## src/rtl/stochastic_mean_bank.sv

```systemverilog
// Per-channel ones counter over a window of LEN enabled cycles; publishes unipolar or bipolar results.
// Latency: results are registered at the edge that samples the last enabled bit of the window.
// Backpressure: none toward IN; an unaccepted result is overwritten and OVERRUN is set (sticky).
module stochastic_mean_bank #(
   parameter int N_CH    = 4,
   parameter int N_COUNT = 8
) (
   input  logic                          CLK,
   input  logic                          RESETn,
   input  logic [N_CH-1:0]               IN,
   input  logic                          ENABLE,
   input  logic                          GO,
   input  logic [N_COUNT-1:0]            LEN,
   input  logic                          MODE,
   input  logic                          INIT,
   input  logic [N_COUNT-1:0]            START,
   output logic [N_CH*(N_COUNT+1)-1:0]   OUT,
   output logic                          OUT_VALID,
   input  logic                          OUT_READY,
   output logic                          OVERRUN,
   output logic                          BUSY
);

   localparam int W = N_COUNT + 1;

   typedef enum logic {IDLE, RUN} state_t;

   state_t               state;
   logic [N_COUNT-1:0]   sum     [N_CH];
   logic [N_COUNT-1:0]   sum_inc [N_CH];
   logic [N_COUNT-1:0]   cnt;
   logic [N_COUNT-1:0]   len_q;
   logic                 mode_q;
   logic                 last;

   // Bipolar value wraps modulo 2^W; the true result always lies in [-len, +len], so it is exact.
   function automatic logic [W-1:0] result(input logic [N_COUNT-1:0] s,
                                           input logic               m,
                                           input logic [N_COUNT-1:0] l);
      return m ? ({s, 1'b0} - {1'b0, l}) : {1'b0, s};
   endfunction

   // Sum including the current sample; never exceeds len_q, so no carry out is lost.
   always_comb begin
      for (int c = 0; c < N_CH; c++) begin
         sum_inc[c] = sum[c] + N_COUNT'(IN[c]);
      end
   end

   assign last = ENABLE && (cnt == len_q - N_COUNT'(1));

   // Window FSM, accumulators, result register and output handshake.
   always_ff @(posedge CLK or negedge RESETn) begin
      if (!RESETn) begin
         state     <= IDLE;
         BUSY      <= 1'b0;
         OUT       <= '0;
         OUT_VALID <= 1'b0;
         OVERRUN   <= 1'b0;
         cnt       <= '0;
         len_q     <= '0;
         mode_q    <= 1'b0;
         for (int c = 0; c < N_CH; c++) sum[c] <= '0;
      end else if (INIT) begin
         state     <= IDLE;
         BUSY      <= 1'b0;
         cnt       <= '0;
         OUT_VALID <= 1'b0;
         OVERRUN   <= 1'b0;
         for (int c = 0; c < N_CH; c++) begin
            OUT[c*W +: W] <= {1'b0, START};
            sum[c]        <= '0;
         end
      end else begin
         // Acceptance without a completion retires the current result.
         if (OUT_VALID && OUT_READY) OUT_VALID <= 1'b0;

         case (state)
            IDLE: begin
               if (GO && LEN != '0) begin
                  state  <= RUN;
                  BUSY   <= 1'b1;
                  len_q  <= LEN;
                  mode_q <= MODE;
                  cnt    <= '0;
                  for (int c = 0; c < N_CH; c++) sum[c] <= '0;
               end
            end
            RUN: begin
               if (last) begin
                  // A completing sample publishes even if GO drops on the same cycle.
                  for (int c = 0; c < N_CH; c++) begin
                     OUT[c*W +: W] <= result(sum_inc[c], mode_q, len_q);
                     sum[c]        <= '0;
                  end
                  cnt       <= '0;
                  OUT_VALID <= 1'b1;
                  if (OUT_VALID && !OUT_READY) OVERRUN <= 1'b1;
                  // Window parameters only change between windows.
                  len_q  <= LEN;
                  mode_q <= MODE;
                  if (!GO || LEN == '0) begin
                     state <= IDLE;
                     BUSY  <= 1'b0;
                  end
               end else if (!GO) begin
                  // Abort: partial window is dropped, published result untouched.
                  state <= IDLE;
                  BUSY  <= 1'b0;
                  cnt   <= '0;
                  for (int c = 0; c < N_CH; c++) sum[c] <= '0;
               end else if (ENABLE) begin
                  cnt <= cnt + N_COUNT'(1);
                  for (int c = 0; c < N_CH; c++) sum[c] <= sum_inc[c];
               end
            end
            default: begin
               state <= IDLE;
               BUSY  <= 1'b0;
            end
         endcase
      end
   end

endmodule

```

## config.mk

```make
export PLATFORM = sky130hd
export DESIGN_NAME = stochastic_mean_bank
export DESIGN_NICKNAME = d
export VERILOG_FILES = /design/src/rtl/stochastic_mean_bank.sv
export SDC_FILE = /design/constraint.sdc
export NUM_CORES = 1
export LEC_CHECK = 0
export ABC_AREA = 1
export ABC_CLOCK_PERIOD_IN_PS = 5500
export BUFFER_PORTS_ARGS = -buffer_cell sky130_fd_sc_hd__buf_4
export CAP_MARGIN = 20
export CORE_UTILIZATION = 40
export DETAILED_ROUTE_END_ITERATION = 10
export GPL_ROUTABILITY_DRIVEN = 0
export PLACE_DENSITY = 0.69
export SLEW_MARGIN = 10
export SYNTH_ARGS = -nofsm -noshare
export SYNTH_HDL_FRONTEND = slang
export SYNTH_SLANG_ARGS = --single-unit
export TNS_END_PERCENT = 10
```

## constraint.sdc

```tcl
create_clock -name CLK -period 5.5 [get_ports CLK]
set_input_delay 1.375 -clock CLK [delete_from_list [all_inputs] [get_ports CLK]]
set_output_delay 1.375 -clock CLK [all_outputs]
set_load 0.05 [all_outputs]
```

==> impl_metrics.env, run 1 <==
export IMPL_outcome="finished, violations left"
export IMPL_violations="DRC"
export IMPL_final_core_util_pct=46.8
export IMPL_viasPerCell=5.34
export IMPL_slowest_delay_ps=550
export IMPL_design_area_um2=7090
export IMPL_die_w_um=126
export IMPL_dr_pass1_iters=8
export IMPL_startpoint="len_q[1]"
export IMPL_synthesis_area_um2=6170
export IMPL_fin_tns_setup_ps=0
export IMPL_postSynthAreaPerCell_um2=7.31
export IMPL_start_util_pct=40.8
export IMPL_core_area_um2=15100
export IMPL_use_met3_pct=3.95
export IMPL_post_cts_buffers=0
export IMPL_synth_top_area_share_pct=36.1
export IMPL_htreeDepth=3
export IMPL_cp_end_kind="flip-flop"
export IMPL_worst_ep_arrival_time_ps=3750
export IMPL_setup_worst_path_class="reg -> reg"
export IMPL_total_power_mw=2.12
export IMPL_ys_async_sr_fraction_pct=100
export IMPL_yosysTopAreaCell="dfrtp_1"
export IMPL_critPathTopFamily="simple AND/OR/NAND/NOR gates"
export IMPL_drive_above_1_share_pct=11.0
export IMPL_synth_edff_count=0
export IMPL_clock_path_buffers=2
export IMPL_drt_iter0_drc=582
export IMPL_synth_seq_cells=89
export IMPL_syn_num_nets=913
export IMPL_overflow=0
export IMPL_synthCells=844
export IMPL_ir_worst_vdd_mv=0.172
export IMPL_yosys_warnings=0
export IMPL_area_delta_synth_final_pct=14.9
export IMPL_clk_latency_ps=360
export IMPL_final_nets=965
export IMPL_finalHoldViolations=0
export IMPL_hp_start="BUSY"
export IMPL_vias=5817
export IMPL_fin_crit_ps=3450
export IMPL_drcViolationCount=1
export IMPL_synth_ff_type="dfrtp_1"
export IMPL_grt_max_degree=51
export IMPL_rsz0062_at_grt="false"
export IMPL_grt_pass1_wl_um=28100
export IMPL_grt_pass1_vias=5465
export IMPL_synth_distinct_cells=37
export IMPL_cap_violations=0
export IMPL_hold_class="reg -> reg"
export IMPL_fp_dieArea_um2=15900
export IMPL_cts_resized=0
export IMPL_antenna_found_initial=0
export IMPL_worstMarginPinSlew_ps=812
export IMPL_startpoint_type="flip-flop"
export IMPL_dpl_cell_count=1073
export IMPL_path_max_fanout=38
export IMPL_antenna_diode_count=0
export IMPL_crit_path_top_delay_cell="nand2_4"
export IMPL_routed_wl_um=17600
export IMPL_yosysSeqAreaShare_pct=36.1
export IMPL_met1_usage_pct=30.3
export IMPL_path_common_cell="nand2_1"
export IMPL_synth_area_leaders="dfrtp_1, nand2_1, nand3_1, ha_1, o21ai_0"
export IMPL_cts_buffers=9
export IMPL_busiest_layer="met2"
export IMPL_rows=45
export IMPL_io_pins=66
export IMPL_io_buffers=65
export IMPL_clock_sinks=89
export IMPL_routedWlPerCell_um=16.1
export IMPL_finClkSkew_ps=6.80
export IMPL_layout_setup_ws_ps=2050
export IMPL_fin_cells=1089
export IMPL_maxSlewViolCount=0
export IMPL_power_density_nw_per_um2=299
export IMPL_grt_util_met2_pct=35.9
export IMPL_setup_viol=0
export IMPL_place_area_um2=6760
export IMPL_path_buf_inv=2
export IMPL_cts_hold_buf=0
export IMPL_power_leakage_nw=3.76
export IMPL_dp_worst_setup_slack_ps=1740
export IMPL_die_h_um=126
export IMPL_crit_required_ps=5800
export IMPL_root_buffer="clkbuf_16"
export IMPL_period_share_pct=62.8
export IMPL_whs_ps=484
export IMPL_grt_usage_pct=22.8
export IMPL_fmax_ghz=0.290
export IMPL_relSlewSlack_pct=45.7
export IMPL_dp_hpwl_um=12500
export IMPL_path_cells="inv_1 -> ha_1 -> nand2_1 -> inv_1 -> nor2_1 -> nand2_1 -> a21oi_1 -> nand3_2 -> nor2_4 -> nand2_2 -> nand2_4 -> o21ai_0 -> nand2_1"
export IMPL_cts_tree="done"
export IMPL_antenna_left=0
export IMPL_r2r_start="len_q[1]"
export IMPL_clkSlewWorstSetupHoldPaths_ps=70
## sequential cells by signal, summed over array words and instances (netlist names)
name       cells
OUT_VALID      1
BUSY           1
mode_q         1
sum           32
state          1
OVERRUN        1
len_q          8
cnt            8
OUT           36
## cell usage after synthesis (all sizes together), types with 6 or more instances
cell	number
nand4	11
o21ai	81
dfrtp	89
nand3	101
o211ai	8
xor2	28
a21oi	36
xnor2	6
clkbuf	8
ha	38
buf	19
nor2	55
o22ai	6
nand2	230
inv	100
## metal layers
metal	up-vias	part of all wire (%)	wire, µm
met1	2679	45	7870
met2	214	46	8000
li1	2878	-	-
met5	-	0	0
met4	0	3.5	622
met3	46	6.2	1080
## tightest hold or removal path: cells and delay by family, from the launching register on
family | cells | cell delay [ps]
DFF | 1 | 350
and+or+nand+nor | 2 | 100
## path summary, 6_finish.rpt
path	slack, ps	cells past startpoint	end
max	2050	13	OUT[19]
min	480	2	BUSY
max reg2reg	2050	13	OUT[19]
min reg2reg	480	2	BUSY
max in group asynchronous	3490	2	len_q[4]
min in group asynchronous	990	1	OUT[8]
## placed cells by master (no fill, tap or decap), types with 2 or more instances in the layout
cell type	n
a21o_1	3
a21oi_1	36
buf_4	68
bufinv_16	2
clkbuf_16	9
dfrtp_1	89
fa_1	4
ha_1	38
inv_1	96
inv_2	4
inv_6	2
nand2_1	227
nand2_4	2
nand3_1	97
nand3_2	4
nand3b_1	4
nand4_1	11
nor2_1	52
nor2_2	2
nor3_1	3
nor3b_1	4
o211ai_1	8
o21ai_0	73
o21ai_1	8
o21bai_1	2
o221ai_1	3
o22ai_1	6
xnor2_1	6
xor2_1	28
## area by class of cell
| cell class | count | area (µm²) |
|---|---|---|
| inverters | 100 | 375 |
| clock buffers | 10 | 239 |
| repair buffers | 68 | 510 |
| well taps | 188 | 235 |
| flip-flops and latches | 89 | 2230 |
| multi-input cells | 628 | 3410 |
| clock inverters | 6 | 97.6 |
| fillers | 1499 | 8050 |
## power by group
group,total (mW),switching (mW),internal [mW]
clock,0.700,0.282,0.418
combinational,0.672,0.468,0.204
sequential,0.748,0.0424,0.705
total,2.12,0.793,1.33
## kinds of logic (layout without fill, tap and decap cells)
kind of cell	after synthesis	count (layout)	share of synthesized area [%]
muxes	1	1	0.162
buffers and inverters	127	184	8.74
adders and majority gates	42	42	9.00
AOI/OAI and AO/OA	141	141	12.3
DFF	89	89	36.1
xor gates and xnor gates	34	34	4.82
and+or+nand+nor	410	410	28.9
No activity file was read; power rests on OpenSTA's default activity.
==> run 2, diff against run 1 <==
- ABC_CLOCK_PERIOD_IN_PS: 5500 -> 3000
- PLACE_DENSITY: 0.69 -> 0.71
- clock period: 5.5 -> 3 ns (I/O delays scaled with it)
==> run 2 against run 1 <==
Net effect: register-to-register slack got worse by 1600 ps; the run now ends clean; largest cell class unchanged; combinational power rose by 89%; sequential power rose by 82%; non-clock buffer count rose by 24.
==> impl_metrics.env, run 2 (same netlist as run 1, synthesis figures left out) <==
export IMPL_start_util_pct=40.8
export IMPL_swShare_pct=38.2
export IMPL_clkSlewWorstSetupHoldPaths_ps=70
export IMPL_clock_sinks=89
export IMPL_path_max_fanout=4
export IMPL_antenna_diode_count=0
export IMPL_clock_path_buffers=2
export IMPL_outcome="finished, final reports clean"
export IMPL_pwr_share_clk_pct=31.4
export IMPL_fp_dieArea_um2=15900
export IMPL_total_power_mw=3.84
export IMPL_grt_pass1_vias=5640
export IMPL_wl_met1_um=7800
export IMPL_die_h_um=126
export IMPL_design_area_um2=7270
export IMPL_mostFrequentLayoutCell="nand2_1"
export IMPL_fin_crit_ps=2630
export IMPL_period_share_pct=87.8
export IMPL_slowest_delay_ps=320
export IMPL_clk_latency_ps=370
export IMPL_hold_class="in -> async"
export IMPL_vias=5966
export IMPL_overflow=0
export IMPL_dpl_cell_count=1097
export IMPL_power_leakage_nw=3.86
export IMPL_top_layer="met4"
export IMPL_io_buffers=65
export IMPL_io_pins=66
export IMPL_setup_worst_path_class="in -> reg"
export IMPL_layout_common_cells="nand2_1, nand3_1, inv_1"
export IMPL_cts_buffers=9
export IMPL_finalHoldViolations=0
export IMPL_top_regs="OUT x36, sum x32"
export IMPL_pwr_share_seq_pct=35.4
export IMPL_cts_hold_buf=0
export IMPL_die_w_um=126
export IMPL_comb_power_share_pct=33.2
export IMPL_final_nets=989
export IMPL_drt_iter0_drc=540
export IMPL_power_switching_mw=1.47
export IMPL_core_area_um2=15100
export IMPL_drcViolationCount=0
export IMPL_post_cts_buffers=0
export IMPL_maxSlewViolCount=0
export IMPL_crit_path_top_delay_cell="ha_1"
export IMPL_routed_wl_um=17600
export IMPL_fmax_ghz=0.380
export IMPL_htreeDepth=3
export IMPL_top_register="OUT"
export IMPL_intPower_mw=2.37
export IMPL_relSlewSlack_pct=55.5
export IMPL_wl_met2_um=7960
export IMPL_dp_hpwl_um=12800
export IMPL_rsz0062_at_grt="false"
export IMPL_setup_viol=0
export IMPL_antenna_left=0
export IMPL_cts_tree="done"
export IMPL_path_common_cell="nand2_1"
export IMPL_worst_ep_arrival_time_ps=2870
export IMPL_grt_pass1_wl_um=28700
export IMPL_cts_resized=0
export IMPL_antenna_found_initial=0
export IMPL_viasPerCell=5.36
export IMPL_worstMarginPinSlew_ps=663
export IMPL_finClkSkew_ps=11.5
export IMPL_power_density_nw_per_um2=528
export IMPL_routedWlPerCell_um=15.8
export IMPL_largest_reg_flops=36
export IMPL_path_cells="buf_4 -> ha_1 -> ha_1 -> nand2_1 -> inv_1 -> nand2_1 -> xor2_1 -> inv_1 -> ha_1 -> inv_1 -> o21ai_0 -> a21oi_1 -> nand2_1 -> nor3b_1 -> o21ai_1 -> nand2_1"
export IMPL_drive_above_1_share_pct=13.3
export IMPL_grt_max_degree=51
export IMPL_fin_cells=1113
export IMPL_cp_end_kind="flip-flop"
export IMPL_root_buffer="clkbuf_16"
export IMPL_rows=45
export IMPL_area_delta_synth_final_pct=17.8
export IMPL_crit_required_ps=3240
export IMPL_startpoint_type="input pin"
export IMPL_ir_worst_vdd_mv=0.277
export IMPL_place_area_um2=6960
export IMPL_wl_met3_um=1190
export IMPL_final_core_util_pct=48.0
export IMPL_cap_violations=0
export IMPL_grt_usage_pct=23.4
export IMPL_fin_tns_setup_ps=0
export IMPL_dr_pass1_iters=7
run 2: cell count changes in the layout (fill, tap and decap cells not counted):
cell,change
buf_4,+22
clkinvlp_4,+2
bufinv_16,-1
clkinv_4,-1
buf_12,+2
run 2: cell type report:
class,instances,area [µm²]
fill,1509,7870
multi-input combinational,628,3410
sequential,89,2230
timing repair buffer,92,716
inverter,100,375
clock buffer,10,239
tap,188,235
clock inverter,6,73.8
run 2: power groups by stage:
stage | Combinational (mW) | Sequential, mW | Clock, mW
2_1_floorplan | 0.614 | 1.62 | 0
3_3_place_gp | 1.24 | 1.38 | 0
3_5_place_dp | 1.26 | 1.38 | 0
4_1_cts | 1.27 | 1.36 | 1.23
5_1_grt | 1.39 | 1.37 | 1.27
6_report | 1.27 | 1.36 | 1.21
run 2: final timing paths:
kind                            startpoint      end  slack (ps)  cells past startpoint
worst max-delay path                 IN[3]  OUT[33]         370                     16
worst min register to register        BUSY     BUSY         490                      2
min in group CLK                      BUSY     BUSY         490                      2
max in group asynchronous           RESETn     BUSY        1990                      2
worst min-delay path                RESETn   OUT[6]         360                      1
worst max register to register    len_q[0]  OUT[19]         430                     13
run 2: per-stage QoR:
step / hold WS (ps) / worst slack (ps)
after CTS: 379 / 384
after floorplan: 454 / 358
after global routing: 417 / 43.2
after global placement: 471 / 102
final: 356 / 366
after detailed placement: 477 / 17.5
run 2: critical path, delay by kind of cell:
kind,cells,cell delay [ps]
buffers and inverters,4,330
adder cells (fa/ha/maj),3,710
XOR/XNOR,1,180
AO/OA/AOI/OAI,3,490
AND/OR/NAND/NOR,5,420
run 2: layer usage:
metal	up-vias	track usage (%)
li1	2928	-
met1	2772	30.7
met2	218	36.8
met3	48	3.95
met4	0	12.7
met5	-	0
